===== config.mk =====
export PLATFORM = sky130hd
export DESIGN_NAME = hamming_ecc_encoder
export DESIGN_NICKNAME = d
export VERILOG_FILES = /design/src/rtl/hamming_ecc_pkg.sv /design/src/rtl/hamming_ecc_skid.sv /design/src/rtl/hamming_ecc_encoder.sv
export SDC_FILE = /design/constraint.sdc
export NUM_CORES = 1
export LEC_CHECK = 0
export BUFFER_PORTS_ARGS = -buffer_cell sky130_fd_sc_hd__buf_2
export CORE_AREA = 2 2 61 68
export CTS_BUF_LIST = sky130_fd_sc_hd__clkbuf_8 sky130_fd_sc_hd__clkbuf_16
export CTS_CLUSTER_SIZE = 8
export DETAILED_ROUTE_END_ITERATION = 16
export DIE_AREA = 0 0 63 70
export GPL_TIMING_DRIVEN = 0
export HOLD_SLACK_MARGIN = 0.02
export PLACE_DENSITY = 0.71
export SLEW_MARGIN = 40
export SYNTH_ARGS = -nofsm -noshare
export SYNTH_HDL_FRONTEND = slang
export SYNTH_SLANG_ARGS = --single-unit

===== constraint.sdc =====
create_clock -name clk -period 3.66 [get_ports clk]
set_clock_uncertainty 0.05 [all_clocks]
set_input_delay 0.549 -clock clk [delete_from_list [all_inputs] [get_ports clk]]
set_output_delay 0.549 -clock clk [all_outputs]
set_load 0.005 [all_outputs]

===== src/rtl/hamming_ecc_pkg.sv =====
// Shared Hamming(7,4) definitions: widths, position type, encoder helpers
// and the state encoding of the skid buffer.
package hamming_ecc_pkg;

  localparam int unsigned CODE_W = 7;
  localparam int unsigned DATA_W = 4;

  // Codeword position index, 1..7 (0 means "no position").
  typedef logic [2:0] pos_t;

  // Skid buffer state, encoded as {skid_v, out_v}.
  typedef enum logic [1:0] {
    SKID_EMPTY = 2'b00,
    SKID_ONE   = 2'b01,
    SKID_FULL  = 2'b11
  } skid_state_e;

  // Encode d[3]=d1 .. d[0]=d4 into {p1,p2,d1,p4,d2,d3,d4} (position 1 is the MSB).
  // The decoder's syndrome bits are defined over exactly these parity groups.
  function automatic logic [CODE_W-1:0] hamming_encode(input logic [DATA_W-1:0] d);
    logic d1, d2, d3, d4, p1, p2, p4;
    d1 = d[3];
    d2 = d[2];
    d3 = d[1];
    d4 = d[0];
    p1 = d1 ^ d2 ^ d4;
    p2 = d1 ^ d3 ^ d4;
    p4 = d2 ^ d3 ^ d4;
    return {p1, p2, d1, p4, d2, d3, d4};
  endfunction

  // One-hot mask selecting codeword position pos (position 1 = bit 6); 0 gives no bit.
  function automatic logic [CODE_W-1:0] pos_mask(input pos_t pos);
    logic [CODE_W-1:0] m;
    case (pos)
      3'd1:    m = 7'b1000000;
      3'd2:    m = 7'b0100000;
      3'd3:    m = 7'b0010000;
      3'd4:    m = 7'b0001000;
      3'd5:    m = 7'b0000100;
      3'd6:    m = 7'b0000010;
      3'd7:    m = 7'b0000001;
      default: m = 7'b0000000;
    endcase
    return m;
  endfunction

endpackage


===== src/rtl/hamming_ecc_skid.sv =====
// Two-entry skid buffer (OUT register plus one SKID register) with a
// registered in_ready taken straight from the state, so there is no
// combinational path from out_ready to in_ready.
module hamming_ecc_skid
  import hamming_ecc_pkg::*;
#(
  parameter int unsigned W = CODE_W
) (
  input  logic         clk,
  input  logic         rst_n,
  input  logic [W-1:0] in_data,
  input  logic         in_valid,
  output logic         in_ready,
  output logic [W-1:0] out_data,
  output logic         out_valid,
  input  logic         out_ready
);

  skid_state_e  state_q;
  logic [W-1:0] out_q;
  logic [W-1:0] skid_q;
  logic         in_xfer_s;
  logic         out_xfer_s;

  assign in_ready  = ~state_q[1];
  assign out_valid = state_q[0];
  assign out_data  = out_q;

  // Handshake qualifiers for this cycle.
  always_comb begin
    in_xfer_s  = in_valid && in_ready;
    out_xfer_s = out_valid && out_ready;
  end

  // Buffer state machine: routes accepted words into OUT or SKID, refills OUT from SKID.
  always_ff @(posedge clk or negedge rst_n) begin
    if (!rst_n) begin
      state_q <= SKID_EMPTY;
      out_q   <= '0;
      skid_q  <= '0;
    end else begin
      case (state_q)
        SKID_EMPTY: begin
          if (in_xfer_s) begin
            out_q   <= in_data;
            state_q <= SKID_ONE;
          end
        end
        SKID_ONE: begin
          if (in_xfer_s && out_xfer_s) begin
            out_q <= in_data;
          end else if (in_xfer_s) begin
            skid_q  <= in_data;
            state_q <= SKID_FULL;
          end else if (out_xfer_s) begin
            state_q <= SKID_EMPTY;
          end
        end
        SKID_FULL: begin
          if (out_xfer_s) begin
            out_q   <= skid_q;
            state_q <= SKID_ONE;
          end
        end
        default: begin
          state_q <= SKID_EMPTY;
        end
      endcase
    end
  end

endmodule


===== src/rtl/hamming_ecc_encoder.sv =====
// Streaming Hamming(7,4) encoder: encodes each accepted data word and queues
// the codeword through a skid buffer; counts codewords taken downstream.
// Optional single-bit error injection is built when the macro
// HAMMING_ECC_ENCODER_ERR_INJECT_EN is defined.
module hamming_ecc_encoder
  import hamming_ecc_pkg::*;
#(
  parameter int unsigned CNT_W = 16
) (
  input  logic              clk,
  input  logic              rst_n,
  input  logic [3:0]        in_data,
  input  logic              in_valid,
  output logic              in_ready,
  output logic [6:0]        out_code,
  output logic              out_valid,
  input  logic              out_ready,
`ifdef HAMMING_ECC_ENCODER_ERR_INJECT_EN
  input  logic              inj_valid,
  input  logic [2:0]        inj_pos,
`endif
  output logic [CNT_W-1:0]  word_cnt
);

  logic [CODE_W-1:0] code_s;
  logic [CNT_W-1:0]  word_cnt_q;
  logic [CNT_W-1:0]  word_cnt_d;

`ifdef HAMMING_ECC_ENCODER_ERR_INJECT_EN
  pos_t arm_pos_q;
  pos_t arm_pos_d;
  pos_t flip_pos_s;
  logic arm_req_s;

  // Encode, apply a pending (or same-cycle) flip, and track the armed position.
  always_comb begin
    arm_req_s  = inj_valid && (inj_pos != 3'd0);
    flip_pos_s = arm_req_s ? inj_pos : arm_pos_q;
    code_s     = hamming_encode(in_data) ^ pos_mask(flip_pos_s);
    if (in_valid && in_ready) begin
      arm_pos_d = 3'd0;
    end else if (arm_req_s) begin
      arm_pos_d = inj_pos;
    end else begin
      arm_pos_d = arm_pos_q;
    end
  end

  // Armed injection position; zero means disarmed.
  always_ff @(posedge clk or negedge rst_n) begin
    if (!rst_n) begin
      arm_pos_q <= 3'd0;
    end else begin
      arm_pos_q <= arm_pos_d;
    end
  end
`else
  // Clean encoding of the incoming word.
  always_comb begin
    code_s = hamming_encode(in_data);
  end
`endif

  hamming_ecc_skid #(
    .W (CODE_W)
  ) u_skid (
    .clk       (clk),
    .rst_n     (rst_n),
    .in_data   (code_s),
    .in_valid  (in_valid),
    .in_ready  (in_ready),
    .out_data  (out_code),
    .out_valid (out_valid),
    .out_ready (out_ready)
  );

  // Next count: one more per codeword taken downstream, wrapping naturally.
  always_comb begin
    if (out_valid && out_ready) begin
      word_cnt_d = word_cnt_q + CNT_W'(1);
    end else begin
      word_cnt_d = word_cnt_q;
    end
  end

  // Delivered-codeword counter register.
  always_ff @(posedge clk or negedge rst_n) begin
    if (!rst_n) begin
      word_cnt_q <= '0;
    end else begin
      word_cnt_q <= word_cnt_d;
    end
  end

  assign word_cnt = word_cnt_q;

endmodule

==> results of run 1 <==
per-stage QoR:
step / worst slack [ps] / hold slack [ps]
global placement: 1660 / 408
finish: 1610 / 257
floorplan: 1840 / 203
detailed placement: 1600 / 425
global route: 1510 / 303
CTS: 1590 / 269
sequential cells by signal (all words and copies together), names as in the netlist:
name and cells:
u_skid.skid_q 7, word_cnt 16, u_skid.out_data 7, u_skid.state_q 2
routing by layer:
layer / vias up / global-route usage (%)
li1: 521 / -
met1: 532 / 17.1
met2: 34 / 25.4
met3: 6 / 5.48
met4: 0 / 8.89
met5: - / 0
area by class of cell:
cell class,instances,area (um2)
Tap cell,52,65.1
Multi-Input combinational cell,88,782
Clock buffer,5,68.8
Fill cell,347,1860
Inverter,6,22.5
Timing Repair Buffer,32,160
Clock inverter,3,38.8
Sequential cell,32,801
Buffer,2,15.0
critical path, cell delays in order (launching register included):
cell	delay (ps)
dfrtp_1	490
ha_1	250
clkbuf_1	270
a22oi_4	320
nand3b_4	210
mux2_4	340
layout by cell type, fill, tap and decap left out:
| master | instances |
|---|---|
| nand4_1 | 3 |
| a21oi_1 | 2 |
| o21ai_1 | 1 |
| nor3b_2 | 1 |
| nor4_4 | 1 |
| clkbuf_8 | 5 |
| nand3_1 | 7 |
| dfrtp_1 | 32 |
| ha_1 | 6 |
| and2_1 | 1 |
| and4_1 | 3 |
| mux2i_1 | 4 |
| clkinv_2 | 1 |
| inv_1 | 7 |
| mux2_2 | 11 |
| nand2b_4 | 1 |
| xor2_1 | 4 |
| buf_2 | 32 |
| o21ai_0 | 4 |
| a22oi_4 | 1 |
| xnor2_1 | 17 |
| a31oi_1 | 1 |
| buf_6 | 1 |
| clkbuf_1 | 1 |
| a21boi_0 | 1 |
| nand3b_4 | 1 |
| nor2_1 | 2 |
| nand2_1 | 9 |
| mux2_4 | 5 |
| o31ai_1 | 1 |
| bufinv_16 | 1 |
| nand2_4 | 1 |
worst paths after layout:
kind	to	from
max in group asynchronous	u_skid.out_data[1]$_DFFE_PN0P_	rst_n
hold / removal	word_cnt[1]$_DFFE_PN0P_	rst_n
setup reg to reg	u_skid.out_data[0]$_DFFE_PN0P_	u_skid.state_q[0]$_DFFE_PN0P_
hold reg to reg	word_cnt[15]$_DFFE_PN0P_	word_cnt[15]$_DFFE_PN0P_
min in group clk	word_cnt[15]$_DFFE_PN0P_	word_cnt[15]$_DFFE_PN0P_
setup / recovery	u_skid.out_data[0]$_DFFE_PN0P_	u_skid.state_q[0]$_DFFE_PN0P_
cell families after synthesis:
kind of cell,after synthesis
flops,32
simple gates,30
xor+xnor,21
mux,20
compound gates,11
buf+inv,8
fa+ha+maj,6
power groups by stage:
stage / combinational (mW) / clock, mW / sequential, mW
6_report: 0.579 / 0.329 / 0.587
5_1_grt: 0.640 / 0.354 / 0.610
2_1_floorplan: 0.412 / 0 / 0.580
3_5_place_dp: 0.586 / 0 / 0.591
4_1_cts: 0.590 / 0.341 / 0.588
3_3_place_gp: 0.561 / 0 / 0.583
==> flow_summary.toml, run 1 <==
[yosys]
yosysWarnings = 0
yosys.area_share.simple_pct = 12.7
syn_area_um2 = 1620
synth_compound_area_share_pct = 4.79
ys_ff_latch = 32
synth-edff-count = 0
syn_area_per_cell_um2 = 12.7
yosysTopAreaCellShare_pct = 49.4
ys_types = 28
synth_mux_area_share_pct = 14.7
synth.most_common_cell = "dfrtp_1"
yosys-top-cells-area = "dfrtp_1 (49%), xnor2_1 (9.2%), mux2_2 (7.6%)"
synthAdderAreaFrac_pct = 4.63
synth_commonest_cells = "dfrtp_1 (32), xnor2_1 (17), mux2_2 (11)"
synth-main-ff-cell = "dfrtp_1"
syn_nets = 142
ys_async_sr_fraction_pct = 100
synth_xor_area_share_pct = 11.4
ys_seq_area_share_pct = 49.4
netlist.top_cell.by_area = "dfrtp_1"
synthCells = 128
synth_top_family_by_area = "multiplexers"

[power]
clkPwrFrac_pct = 22.0
power_switching_share_pct = 33.4
netSwitchingPower_mw = 0.499
power.internal_mw = 0.997
power_mw = 1.50
p_leak_nw = 0.946
ir_drop_mv = 0.408
p_per_area_nw_per_um2 = 766
comb_power_share_pct = 38.7
power.share.sequential_pct = 39.3

[place]
dpl.hpwl_um = 2170
place_congestion = 0.728
numPortBuffers = 32
dp.cells = 212
place_area_um2 = 1850

[cts]
holdBufCountCts = 0
clk_path_buf_depth = 2
clockRootBuffer = "clkbuf_8"
clock_latency_ps = 290
htreeDepth = 2
post_cts_buffers = 0
cts_sinks = 32
path_clk_slew_ps = 70
ctsResizeCount = 0
cts_tree = "done"
cts_buffers = 5

[routing]
drc_errors = 0
vias = 1093
route.met2.wl_um = 1500
routed.top_layer = "met4"
wl_um = 3020
met1_length_um = 1280
drtIter0Drc = 37
met3_length_um = 181
post_drt_wl_per_cell_um = 13.7
postRouteAntennaNets = 0
firstDrtPassIters = 4
vias_per_cell = 4.97

[floorplanning]
die_w_um = 63
io_pins = 33
initial_core_util_pct = 42.5
num_rows = 24
fp.coreArea_um2 = 3810
die_area_um2 = 4410
die-height_um = 70

[timing]
relSlewSlack_pct = 53.2
rsz0062_at_grt = "no"
fin_setup_tns_ps = 0
finalCritPeriodShare_pct = 55.9
setup_viol = 0
tightest_slew_ps = 702
fmax_mhz = 488
finalMaxSlewViolations = 0
hold_viol = 0
period_minus_slack_ps = 2050

[grt]
track_usage_pct = 15.4
grt_pass1_wl_um = 5260
antenna_found_initial = 0
first_global_vias = 1180
overflow = 0
grt_max_degree = 33

[run]
drv_cap = 0

[critical_path]
reg2reg_slack_ps = 1610
cp.required_ps = 3780
ff2ff_path_depth = 5
crit_type = "reg -> reg"
arrival_ps = 2170
start_kind = "flop"
path_max_fanout = 9
crit_path_end_kind = "flop"

[layout]
drive_gt1_share_pct = 36.9
nets = 181
final_cells = 220
diodes = 0
fin_area_um2 = 1950
utilization_pct = 51.2
syn2layout_area_growth_pct = 20.5

[worst_hold_path]
min_path_type = "in -> async"

[outcome]
status = "completed"
No activity file was read; power rests on OpenSTA's default activity.
==> inputs of run 2 (changes only) <==
==> constraint.sdc (replaced) <==
create_clock -name clk -period 2 [get_ports clk]
set_clock_uncertainty 0.05 [all_clocks]
set_input_delay 0.3 -clock clk [delete_from_list [all_inputs] [get_ports clk]]
set_output_delay 0.3 -clock clk [all_outputs]
set_load 0.005 [all_outputs]
==> flow_summary.toml, run 2 (synthesis results as in run 1) <==
[power]
p_per_area_nw_per_um2 = 1400
p_leak_nw = 0.946
ir_drop_mv = 0.748

[routing]
drc_errors = 0
vias_per_cell = 4.99
drtIter0Drc = 33
postRouteAntennaNets = 0
wl_um = 3030
post_drt_wl_per_cell_um = 13.8
vias = 1097
firstDrtPassIters = 4

[critical_path]
crit_path_end_kind = "flop"
start_kind = "flop"
arrival_ps = 1890
path_max_fanout = 6
cp.required_ps = 2120
crit_type = "reg -> reg"

[timing]
tightest_slew_ps = 702
fin_setup_tns_ps = 0
setup_viol = 0
finalMaxSlewViolations = 0
rsz0062_at_grt = "no"
fmax_mhz = 564
relSlewSlack_pct = 53.2
hold_viol = 0
fin_hold_ws_ps = 244
finalCritPeriodShare_pct = 88.7
period_minus_slack_ps = 1770

[run]
drv_cap = 0

[floorplanning]
die_w_um = 63
io_pins = 33
die-height_um = 70
fp.coreArea_um2 = 3810
num_rows = 24
initial_core_util_pct = 42.5
die_area_um2 = 4410

[layout]
nets = 181
diodes = 0
largest_reg_flops = 16
utilization_pct = 51.5
syn2layout_area_growth_pct = 21.3
fill_cells = 343
layout_commonest_cell = "buf_2"
final_cell_mix = "buf_2 (32), dfrtp_1 (31), xnor2_1 (17)"
fin_area_um2 = 1970
drive_gt1_share_pct = 38.7

[place]
numPortBuffers = 32
dpl.hpwl_um = 2170
place_area_um2 = 1850
place_congestion = 0.728

[worst_hold_path]
min_path_type = "in -> reg"

[grt]
overflow = 0
antenna_found_initial = 0
track_usage_pct = 15.5
grt_pass1_wl_um = 5290
grt_max_degree = 33
first_global_vias = 1189

[cts]
cts_buffers = 5
clock_latency_ps = 290
clk_path_buf_depth = 2
post_cts_buffers = 0
cts_tree = "done"
htreeDepth = 2
cts_sinks = 32
path_clk_slew_ps = 70
clockRootBuffer = "clkbuf_8"

[outcome]
status = "completed"
run 2: critical path: stages (launching register included):
cell	delay (ps)
dfrtp_1	440
inv_1	130
ha_1	240
nand2_1	140
nor2_2	280
mux2_2	380
run 2: metrics by stage:
| step | setup slack, ps | std cells | total power [mW] |
|---|---|---|---|
| after floorplan | 176 | 128 | 1.82 |
| after global placement | -3.62 | 212 | 2.09 |
| after CTS | 42.1 | 220 | 2.78 |
| after detailed placement | -59.3 | 212 | 2.15 |
| final | 227 | 220 | 2.75 |
| after global routing | 123 | 220 | 2.95 |
run 2: layout make-up:
cell class,count,area (um2),area share (%)
clock buffers,5,68.8,3.50
well taps,52,65.1,3.31
inverters,6,22.5,1.15
multi-input cells,88,787,40.0
plain buffers,1,11.3,0.573
clock inverters,3,38.8,1.97
repair buffers,33,170,8.66
flip-flops and latches,32,802,40.8
run 2: what timing repair did:
action                                  in CTS  in global routing
endpoints found under the hold margin        1                  0
gates cloned                                 0                  0
gates resized for setup                      0                  3
endpoints found under the setup margin       5                 11
hold buffers                                 1                  0
run 2: final timing paths:
kind | startpoint | endpoint | slack, ps | depth (start not counted)
max in group asynchronous | rst_n | u_skid.state_q[0]$_DFFE_PN0P_ | 860 | 2
max reg2reg | u_skid.state_q[1]$_DFFE_PN0P_ | u_skid.skid_q[0]$_DFFE_PN0P_ | 230 | 5
min reg2reg | word_cnt[15]$_DFFE_PN0P_ | word_cnt[15]$_DFFE_PN0P_ | 430 | 1
min in group asynchronous | rst_n | word_cnt[1]$_DFFE_PN0P_ | 550 | 2
max | u_skid.state_q[1]$_DFFE_PN0P_ | u_skid.skid_q[0]$_DFFE_PN0P_ | 230 | 5
min | in_data[3] | u_skid.skid_q[4]$_DFFE_PN0P_ | 240 | 2
run 2: routing by layer:
layer	vias up	wire, um	GRT usage (%)
met5	-	0	0
met4	0	59	8.89
met3	6	184	5.48
met2	34	1520	25.7
met1	538	1270	17.1
li1	519	-	-
run 2: power by group:
group          total, mW  switching, mW  internal (mW)
Combinational       1.07          0.480          0.588
Sequential          1.08          0.197          0.880
Clock              0.601          0.237          0.364
Total               2.75          0.915           1.83
